===== src/rtl/sw_led_pkg.sv =====
// Shared constants for the switch/LED controller: LED mode encodings and
// default timing values for a 100 MHz board clock.
package sw_led_pkg;

    localparam logic [1:0] MODE_DIRECT = 2'b00;
    localparam logic [1:0] MODE_TOGGLE = 2'b01;
    localparam logic [1:0] MODE_BLINK  = 2'b10;
    localparam logic [1:0] MODE_INVERT = 2'b11;

    // 10 ms debounce window and 2 Hz blink at 100 MHz.
    localparam int DEF_DEB_CYCLES = 1000000;
    localparam int DEF_BLINK_HALF = 25000000;
    localparam int DEF_PWM_BITS   = 4;

endpackage


===== src/rtl/sw_debounce.sv =====
// One switch channel: 2-flop synchroniser, stability counter, debounced level
// and a one-cycle pulse on each accepted rising edge.
module sw_debounce #(
    parameter int DEB_CYCLES = 4
) (
    input  logic i_clk,
    input  logic i_rst,
    input  logic i_sw,
    output logic o_db,
    output logic o_edge
);

    localparam int CW = $clog2(DEB_CYCLES);
    localparam logic [CW-1:0] CNT_MAX = CW'(DEB_CYCLES - 1);

    logic          r_meta;
    logic          r_sync;
    logic          r_db;
    logic          r_edge;
    logic [CW-1:0] r_cnt;

    // Any cycle where the synchronised input agrees with the accepted level
    // restarts the count, so a change needs DEB_CYCLES consecutive disagreements.
    always_ff @(posedge i_clk) begin
        if (i_rst) begin
            r_meta <= 1'b0;
            r_sync <= 1'b0;
            r_db   <= 1'b0;
            r_edge <= 1'b0;
            r_cnt  <= '0;
        end else begin
            r_meta <= i_sw;
            r_sync <= r_meta;
            r_edge <= 1'b0;
            if (r_sync == r_db) begin
                r_cnt <= '0;
            end else if (r_cnt == CNT_MAX) begin
                r_cnt  <= '0;
                r_db   <= r_sync;
                r_edge <= r_sync;
            end else begin
                r_cnt <= r_cnt + 1'b1;
            end
        end
    end

    assign o_db   = r_db;
    assign o_edge = r_edge;

endmodule


===== src/rtl/sw_led_ctrl.sv =====
// N_CH switch-to-LED controller with debouncing and four global LED modes.
// Optional PWM brightness control is enabled by defining LED_PWM_EN.
module sw_led_ctrl
    import sw_led_pkg::*;
#(
    parameter int N_CH       = 16,
    parameter int DEB_CYCLES = DEF_DEB_CYCLES,
    parameter int BLINK_HALF = DEF_BLINK_HALF,
    parameter int PWM_BITS   = DEF_PWM_BITS
) (
    input  logic                CLK,
    input  logic                RST,
    input  logic [N_CH-1:0]     SW,
    input  logic [1:0]          MODE,
`ifdef LED_PWM_EN
    input  logic [PWM_BITS-1:0] BRIGHT,
`endif
    output logic [N_CH-1:0]     SW_DB,
    output logic [N_CH-1:0]     EDGE,
    output logic [N_CH-1:0]     LED
);

    localparam int BW = $clog2(BLINK_HALF);
    localparam logic [BW-1:0] BLINK_MAX = BW'(BLINK_HALF - 1);

    logic [N_CH-1:0] w_db;
    logic [N_CH-1:0] w_edge;
    logic [N_CH-1:0] w_tog_eff;
    logic [N_CH-1:0] w_pre;
    logic [N_CH-1:0] w_gate;
    logic [N_CH-1:0] r_tog;
    logic [N_CH-1:0] r_led;
    logic [BW-1:0]   r_blink_cnt;
    logic            r_phase;

    for (genvar g = 0; g < N_CH; g++) begin : g_ch
        sw_debounce #(
            .DEB_CYCLES(DEB_CYCLES)
        ) u_db (
            .i_clk (CLK),
            .i_rst (RST),
            .i_sw  (SW[g]),
            .o_db  (w_db[g]),
            .o_edge(w_edge[g])
        );
    end

    // Folding the pending edge in lets the LED follow one cycle after EDGE.
    assign w_tog_eff = r_tog ^ w_edge;

    always_comb begin
        w_pre = w_db;
        case (MODE)
            MODE_DIRECT: w_pre = w_db;
            MODE_TOGGLE: w_pre = w_tog_eff;
            MODE_BLINK:  w_pre = w_db & {N_CH{r_phase}};
            MODE_INVERT: w_pre = ~w_db;
            default:     w_pre = w_db;
        endcase
    end

`ifdef LED_PWM_EN
    logic [PWM_BITS-1:0] r_pwm_cnt;

    always_ff @(posedge CLK) begin
        if (RST) begin
            r_pwm_cnt <= '0;
        end else begin
            r_pwm_cnt <= r_pwm_cnt + 1'b1;
        end
    end

    assign w_gate = {N_CH{r_pwm_cnt < BRIGHT}};
`else
    assign w_gate = {N_CH{1'b1}};
`endif

    always_ff @(posedge CLK) begin
        if (RST) begin
            r_tog       <= '0;
            r_led       <= '0;
            r_blink_cnt <= '0;
            r_phase     <= 1'b0;
        end else begin
            r_tog <= w_tog_eff;
            r_led <= w_pre & w_gate;
            if (r_blink_cnt == BLINK_MAX) begin
                r_blink_cnt <= '0;
                r_phase     <= ~r_phase;
            end else begin
                r_blink_cnt <= r_blink_cnt + 1'b1;
            end
        end
    end

    assign SW_DB = w_db;
    assign EDGE  = w_edge;
    assign LED   = r_led;

endmodule


===== config.mk =====
export PLATFORM = sky130hd
export DESIGN_NAME = sw_led_ctrl
export DESIGN_NICKNAME = d
export VERILOG_FILES = /design/src/rtl/sw_led_pkg.sv /design/src/rtl/sw_debounce.sv /design/src/rtl/sw_led_ctrl.sv
export SDC_FILE = /design/constraint.sdc
export NUM_CORES = 1
export LEC_CHECK = 0
export ABC_AREA = 1
export ABC_CLOCK_PERIOD_IN_PS = 1600
export BUFFER_PORTS_ARGS = -buffer_cell sky130_fd_sc_hd__buf_2
export CORE_ASPECT_RATIO = 0.75
export CORE_MARGIN = 5
export CORE_UTILIZATION = 48
export DETAILED_ROUTE_END_ITERATION = 7
export HOLD_SLACK_MARGIN = 0.03
export PLACE_DENSITY_LB_ADDON = 0.3
export SYNTH_ARGS = -nofsm -noshare
export SYNTH_HDL_FRONTEND = slang
export SYNTH_SLANG_ARGS = --single-unit

===== constraint.sdc =====
create_clock -name CLK -period 1.6 [get_ports CLK]
set_input_delay 0.32 -clock CLK [delete_from_list [all_inputs] [get_ports CLK]]
set_output_delay 0.32 -clock CLK [all_outputs]
set_load 0.02 [all_outputs]

==> metrics.md, run 1 <==
| Metric | Value |
|---|---|
| Vias in the first global route | `17800` |
| Max Cap Violations | `0` |
| Worst-margin pin slew | `0.339 ns` |
| Synth area leader | `dfxtp_1` |
| Number of antenna violations at the first check in global routing | `0` |
| Worst path bufs/invs | `1` |
| Worst EP arrival | `1.21 ns` |
| Dpl hpwl | `35800 µm` |
| Clock Path Buffers | `3` |
| Placeable Area | `44800 µm²` |
| CP startpoint kind | `flip-flop` |
| Largest cells by area after synthesis | `dfxtp_1, nor2_1, nand2_1` |
| First-pass GRT wire length | `82800 µm` |
| Global Route Usage Sum | `18.9%` |
| Fillcell total | `4230` |
| Chip width | `256 µm` |
| DR WL/cell | `12.5 µm` |
| Share of cells above drive strength 1 | `9.99%` |
| Worst-path clk slew | `0.06 ns` |
| Synthesized flop and latch total | `442` |
| Slew Limit Fails | `0` |
| RSZ-0062 raised after global routing | `yes` |
| Row count | `67` |
| Fin nets | `3338` |
| Worst clock skew | `0.00869 ns` |
| Max VDD drop | `0.000705 V` |
| Crit path cell chain | `buf_2` |
| Crit path capture type | `output pin` |
| Remaining global-route overflow | `0` |
| Fmax achieved | `654 MHz` |
| Die height | `195 µm` |
| Port Buffers | `67` |
| Final hold viol count | `0` |
| Syn Nets | `3216` |
| Setup Crit Path Kind | `reg2out` |
| Cells after Synth | `3179` |
| Die area | `49800 µm²` |
| WP data required | `1.28 ns` |
| Pleak | `8.34 nW` |
| DRT iter0 DRCs | `1183` |
| Starting Density | `48.7%` |
| Total CTS buffers | `45` |
| Crit-path max cell delay | `0.45 ns` |
| Mapped cell area | `21800 µm²` |
| CTS tree | `built` |
| DR pass1 iterations | `5` |
| Slowest-stage cell, CP | `dfxtp_1` |
| Final ANT Viol Nets | `0` |
| Hold Path Class | `in2reg` |
| Top cell type's share of synthesized area | `40.6%` |
| Synth Warn # | `0` |
| Yosys cell types | `40` |
| Final setup fails | `0` |
| Min Tclk post-route | `1.53 ns` |
| Pin count of the biggest net entering global routing | `59` |
| Skew-Pair Late Insertion Delay | `0.55 ns` |
| Period utilization | `95.6%` |
| CP top delay family | `flip-flops` |
| Most frequent cells in the layout | `nor2_1, nand2_1, dfxtp_1, inv_1, nand3_1` |
| Clock sinks | `442` |
| Seq/Total Area, Yosys | `40.6%` |
| Utilization after layout | `55.6%` |
| Area Growth Syn to Fin | `14.2%` |
| Vias | `19400` |
| Antenna diodes | `0` |
| Status | `finished, final reports clean` |
| Setup tns final | `0 ns` |
| DRC viols | `0` |
| Pwr dens | `886 nW/µm²` |
| CP max FO | `6` |
| H-tree Lvls | `2` |
| Syn avg cell area | `6.86 µm²` |
| Commonest non-fill, non-tap cell in the layout | `nor2_1` |
| # IOs | `68` |
| Clock Root Buffer | `clkbuf_16` |
| Total wire length | `48900 µm` |
| Final GP Congestion | `0.917` |
| Relative slew slack | `77.3%` |
| Vias per cell | `4.95` |
cell families after synthesis:
logic type                 count (synthesis)  share of synthesized area, %
and+or+nand+nor                         1960                          38.1
adders and majority gates                 17                         0.976
buffers and inverters                    397                          7.91
DFF                                      442                          40.6
AOI/OAI and AO/OA                        153                          3.97
xor gates and xnor gates                 210                          8.44
per-layer routing:
layer | up-vias | global-route usage, % | part of all wire (%)
li1 | 10100 | - | -
met1 | 8758 | 27.7 | 50
met2 | 448 | 29.1 | 42
met3 | 74 | 3.19 | 5.9
met4 | 0 | 4.50 | 2.1
met5 | - | 0 | 0
registers in the layout, summed over array words and instances, names as in the netlist, 16 cells and up:
name,count
g_ch.u_db.r_cnt,320
r_blink_cnt,25
LED,16
g_ch.u_db.o_db,16
g_ch.u_db.o_edge,16
g_ch.u_db.r_meta,16
g_ch.u_db.r_sync,16
r_tog,16
synth_stat cells, drive strengths merged:
| cell type | instances |
|---|---|
| or2 | 31 |
| nand4 | 72 |
| nand3 | 202 |
| nand2 | 721 |
| ha | 17 |
| a31oi | 1 |
| dfxtp | 442 |
| and3 | 1 |
| o21ai | 18 |
| nand3b | 34 |
| clkbuf | 1 |
| o21a | 1 |
| a21oi | 110 |
| buf | 75 |
| nor2 | 861 |
| xor2 | 136 |
| inv | 321 |
| a211oi | 11 |
| o21bai | 12 |
| xnor2 | 74 |
| nor3 | 25 |
| nor2b | 2 |
| and2 | 11 |
worst reg2reg max path, cell delays in order, from the launching register on:
cell and delay, ns:
dfxtp_1 0.35, ha_1 0.18, nand2_1 0.10, nor2_2 0.11, buf_4 0.13, nand2_1 0.11
nor2_4 0.15, nand3_1 0.09, a21oi_1 0.21
where the power goes:
group	internal (mW)	total [mW]	switching, mW
Sequential	11.1	11.1	0.0406
Combinational	0.209	0.519	0.310
Clock	6.07	10.4	4.33
Total	17.4	22.0	4.68
per-stage QoR:
stage | hold WS, ns | power, mW | worst slack, ns | area (µm²) | instances
global placement | 0.390 | 11.8 | 0.0920 | 23000 | 3813
CTS | 0.234 | 22.3 | 0.0233 | 24600 | 3910
finish | 0.242 | 22.0 | 0.0710 | 24900 | 3921
global route | 0.244 | 22.9 | -0.0264 | 24900 | 3921
detailed placement | 0.392 | 11.8 | 0.0328 | 23000 | 3813
floorplan | 0.388 | 11.6 | 0.104 | 21800 | 3179
cell type report:
cell class                 count  area, µm²  share of cell area, %
multi-input combinational   2342      11400                   45.8
sequential                   442       8860                   35.6
clock buffer                  66       1330                   5.32
timing repair buffer         149       1210                   4.88
inverter                     321       1200                   4.84
tap                          586        733                   2.95
clock inverter                15        146                  0.588
path summary, 6_finish.rpt:
| kind | endpoint | depth (start not counted) | start | slack [ns] |
|---|---|---|---|---|
| hold reg to reg | g_ch[14].u_db.r_sync$_SDFF_PP0_ | 2 | g_ch[14].u_db.r_meta$_SDFF_PP0_ | 0.40 |
| hold / removal | g_ch[5].u_db.r_meta$_SDFF_PP0_ | 3 | RST | 0.24 |
| setup / recovery | SW_DB[2] | 1 | g_ch[2].u_db.o_db$_SDFFE_PP0P_ | 0.07 |
| setup reg to reg | r_blink_cnt[24]$_SDFF_PP0_ | 8 | r_blink_cnt[0]$_SDFF_PP0_ | 0.08 |
repair_timing:
action,4_1_cts,5_1_grt
pin swaps,0,9
setup buffers,0,8
gates cloned,0,3
setup endpoints to repair,5,186
endpoints found under the hold margin,16,0
gates resized for setup,5,44
hold buffers,16,0
(Power assumes the default switching activity.)
==> inputs of run 2 (changes only) <==
--- a/config.mk
+++ b/config.mk
@@ -8,7 +8,6 @@
 export ABC_AREA = 1
 export ABC_CLOCK_PERIOD_IN_PS = 1600
 export BUFFER_PORTS_ARGS = -buffer_cell sky130_fd_sc_hd__buf_2
-export CORE_ASPECT_RATIO = 0.75
 export CORE_MARGIN = 5
 export CORE_UTILIZATION = 48
 export DETAILED_ROUTE_END_ITERATION = 7
==> run 2 against run 1 <==
Compared with the run above: register-to-register slack better by 0.04 ns; routed wire length down 3.0%; critical path type unchanged; cell count up 0.79%; clock power up 16%; non-clock buffer count up 11; combinational power down 3%; flip-flop and latch count unchanged; via count down 2.5%.
==> metrics.md, run 2 (synthesis gave the netlist of run 1 again) <==
| Metric | Value |
|---|---|
| DR pass1 iterations | `5 (unchanged)` |
| Register name with the most flops | `g_ch.u_db.r_cnt (unchanged)` |
| Worst-path clk slew | `0.06 ns (about the same)` |
| Pin count of the biggest net entering global routing | `61 (was 59)` |
| Global Route Usage Sum | `19.0% (was 18.9%)` |
| Relative slew slack | `69.4% (was 77.3%)` |
| First-pass GRT wire length | `82200 µm (was 82800 µm)` |
| Post-route cell area | `25200 µm² (was 24900 µm²)` |
| Slew Limit Fails | `0 (unchanged)` |
| H-tree Lvls | `2 (unchanged)` |
| Crit path capture type | `output pin (unchanged)` |
| Final GP Congestion | `0.888 (was 0.917)` |
| Vias per cell | `4.78 (was 4.95)` |
| Row count | `78 (was 67)` |
| Skew-Pair Late Insertion Delay | `0.58 ns (was 0.55 ns)` |
| DRT iter0 DRCs | `1254 (was 1183)` |
| Die height | `223 µm (was 195 µm)` |
| CP max FO | `5 (was 6)` |
| Vias | `18900 (was 19400)` |
| Clock Path Buffers | `3 (unchanged)` |
| Final ANT Viol Nets | `0 (unchanged)` |
| Min Tclk post-route | `1.56 ns (was 1.53 ns)` |
| CP startpoint kind | `flip-flop (unchanged)` |
| Vias in the first global route | `17600 (was 17800)` |
| Die area | `49800 µm² (about the same)` |
| Pleak | `8.53 nW (was 8.34 nW)` |
| Chip width | `223 µm (was 256 µm)` |
| Area post-placement | `23100 µm² (was 23000 µm²)` |
| DRC viols | `0 (unchanged)` |
| Worst clock skew | `0.0201 ns (was 0.00869 ns)` |
| Remaining global-route overflow | `0 (unchanged)` |
| Final setup fails | `0 (unchanged)` |
| Dpl hpwl | `34900 µm (was 35800 µm)` |
| Utilization after layout | `55.7% (was 55.6%)` |
| Antenna diodes | `0 (unchanged)` |
| Final hold viol count | `0 (unchanged)` |
| # IOs | `68 (unchanged)` |
| Placeable Area | `45200 µm² (was 44800 µm²)` |
| Worst-margin pin slew | `0.457 ns (was 0.339 ns)` |
| Hold Startpoint | `RST (unchanged)` |
| WP data required | `1.28 ns (about the same)` |
| Clock Root Buffer | `clkbuf_16 (unchanged)` |
| Total wire length | `47400 µm (was 48900 µm)` |
| Clock sinks | `442 (unchanged)` |
| Max VDD drop | `0.00101 V (was 0.000705 V)` |
| Period utilization | `97.2% (was 95.6%)` |
| RSZ-0062 raised after global routing | `yes (unchanged)` |
| Total CTS buffers | `49 (was 45)` |
| Fmax achieved | `643 MHz (was 654 MHz)` |
| CP startpoint | `g_ch[8].u_db.o_db$_SDFFE_PP0P_ (was g_ch[2].u_db.o_db$_SDFFE_PP0P_)` |
| Port Buffers | `67 (unchanged)` |
| Max Cap Violations | `0 (unchanged)` |
| Status | `finished, final reports clean (unchanged)` |
| Number of antenna violations at the first check in global routing | `0 (unchanged)` |
| Fin nets | `3351 (was 3338)` |
| Area Growth Syn to Fin | `15.5% (was 14.2%)` |
| Hold Path Class | `in2reg (unchanged)` |
| CTS tree | `built (unchanged)` |
| Most frequent cells in the layout | `nor2_1, nand2_1, dfxtp_1, inv_1, nand3_1 (unchanged)` |
| Setup Crit Path Kind | `reg2out (unchanged)` |
| Worst R2R Start | `g_ch[7].u_db.r_cnt[0]$_SDFF_PP0_ (was r_blink_cnt[0]$_SDFF_PP0_)` |
| Share of cells above drive strength 1 | `10.3% (was 9.99%)` |
| Starting Density | `48.3% (was 48.7%)` |
| DR WL/cell | `12.0 µm (was 12.5 µm)` |
| Flip-flop count of the largest register after layout | `320 (unchanged)` |
| Top Registers | `g_ch.u_db.r_cnt (320), r_blink_cnt (25) (unchanged)` |
| Total design power | `23.7 mW (was 22.0 mW)` |
| Commonest non-fill, non-tap cell in the layout | `nor2_1 (unchanged)` |
| Worst EP arrival | `1.24 ns (was 1.21 ns)` |
| Pwr dens | `943 nW/µm² (was 886 nW/µm²)` |
run 2: cell types whose count changed in the layout (fill, tap and decap cells not counted), moves of 2 or more:
cell,change
clkbuf_16,+5
nand3_1,+2
nor2_1,+3
nor2_2,+3
buf_6,+2
bufinv_16,+6
inv_6,-2
buf_2,-4
buf_4,+12
nor2_4,-6
nand2_4,-2
run 2: layout make-up:
| class | instances | area, µm² |
|---|---|---|
| Inverter | 321 | 1200 |
| Clock buffer | 71 | 1460 |
| Fill cell | 4294 | 20000 |
| Tap cell | 600 | 751 |
| Multi-Input combinational cell | 2340 | 11300 |
| Sequential cell | 442 | 8860 |
| Timing Repair Buffer | 160 | 1310 |
| Clock inverter | 18 | 302 |
run 2: layer usage:
layer | global-route usage [%] | wire length [µm]
met3 | 2.80 | 1790
met5 | 0 | 0
met4 | 5.69 | 1180
met1 | 25.6 | 22600
met2 | 31.6 | 21800
run 2: critical path, stage by stage, from the launching register on:
cell and delay [ns]:
dfxtp_1 0.37, buf_6 0.15, buf_4 0.14
run 2: through the flow:
stage,hold slack (ns),TNS (ns),cells,setup slack (ns)
after floorplan,0.388,0,3179,0.104
after global placement,0.389,0,3843,0.104
after detailed placement,0.394,0,3843,0.0760
after CTS,0.177,0,3948,0.00590
after global routing,0.219,-0.0466,3952,-0.0382
final,0.218,0,3952,0.0442
run 2: path summary, 6_finish.rpt:
check,to,slack (ns),cells after the start
max reg2reg,g_ch[7].u_db.r_cnt[14]$_SDFF_PP0_,0.12,7
min reg2reg,g_ch[8].u_db.r_sync$_SDFF_PP0_,0.40,2
min,g_ch[5].u_db.r_meta$_SDFF_PP0_,0.22,3
max,SW_DB[8],0.04,2
run 2: timing repair:
item,4_1_cts,5_1_grt
endpoints found under the setup margin,7,133
endpoints found under the hold margin,16,0
buffers inserted,0,3
hold buffers,16,0
pin swaps,0,4
gates resized for setup,8,30
cloned,0,1
run 2: power breakdown:
part           switching [mW]  internal, mW
registers              0.0409          11.1
logic                   0.298         0.208
clock network            4.51          7.61
total                    4.85          18.9
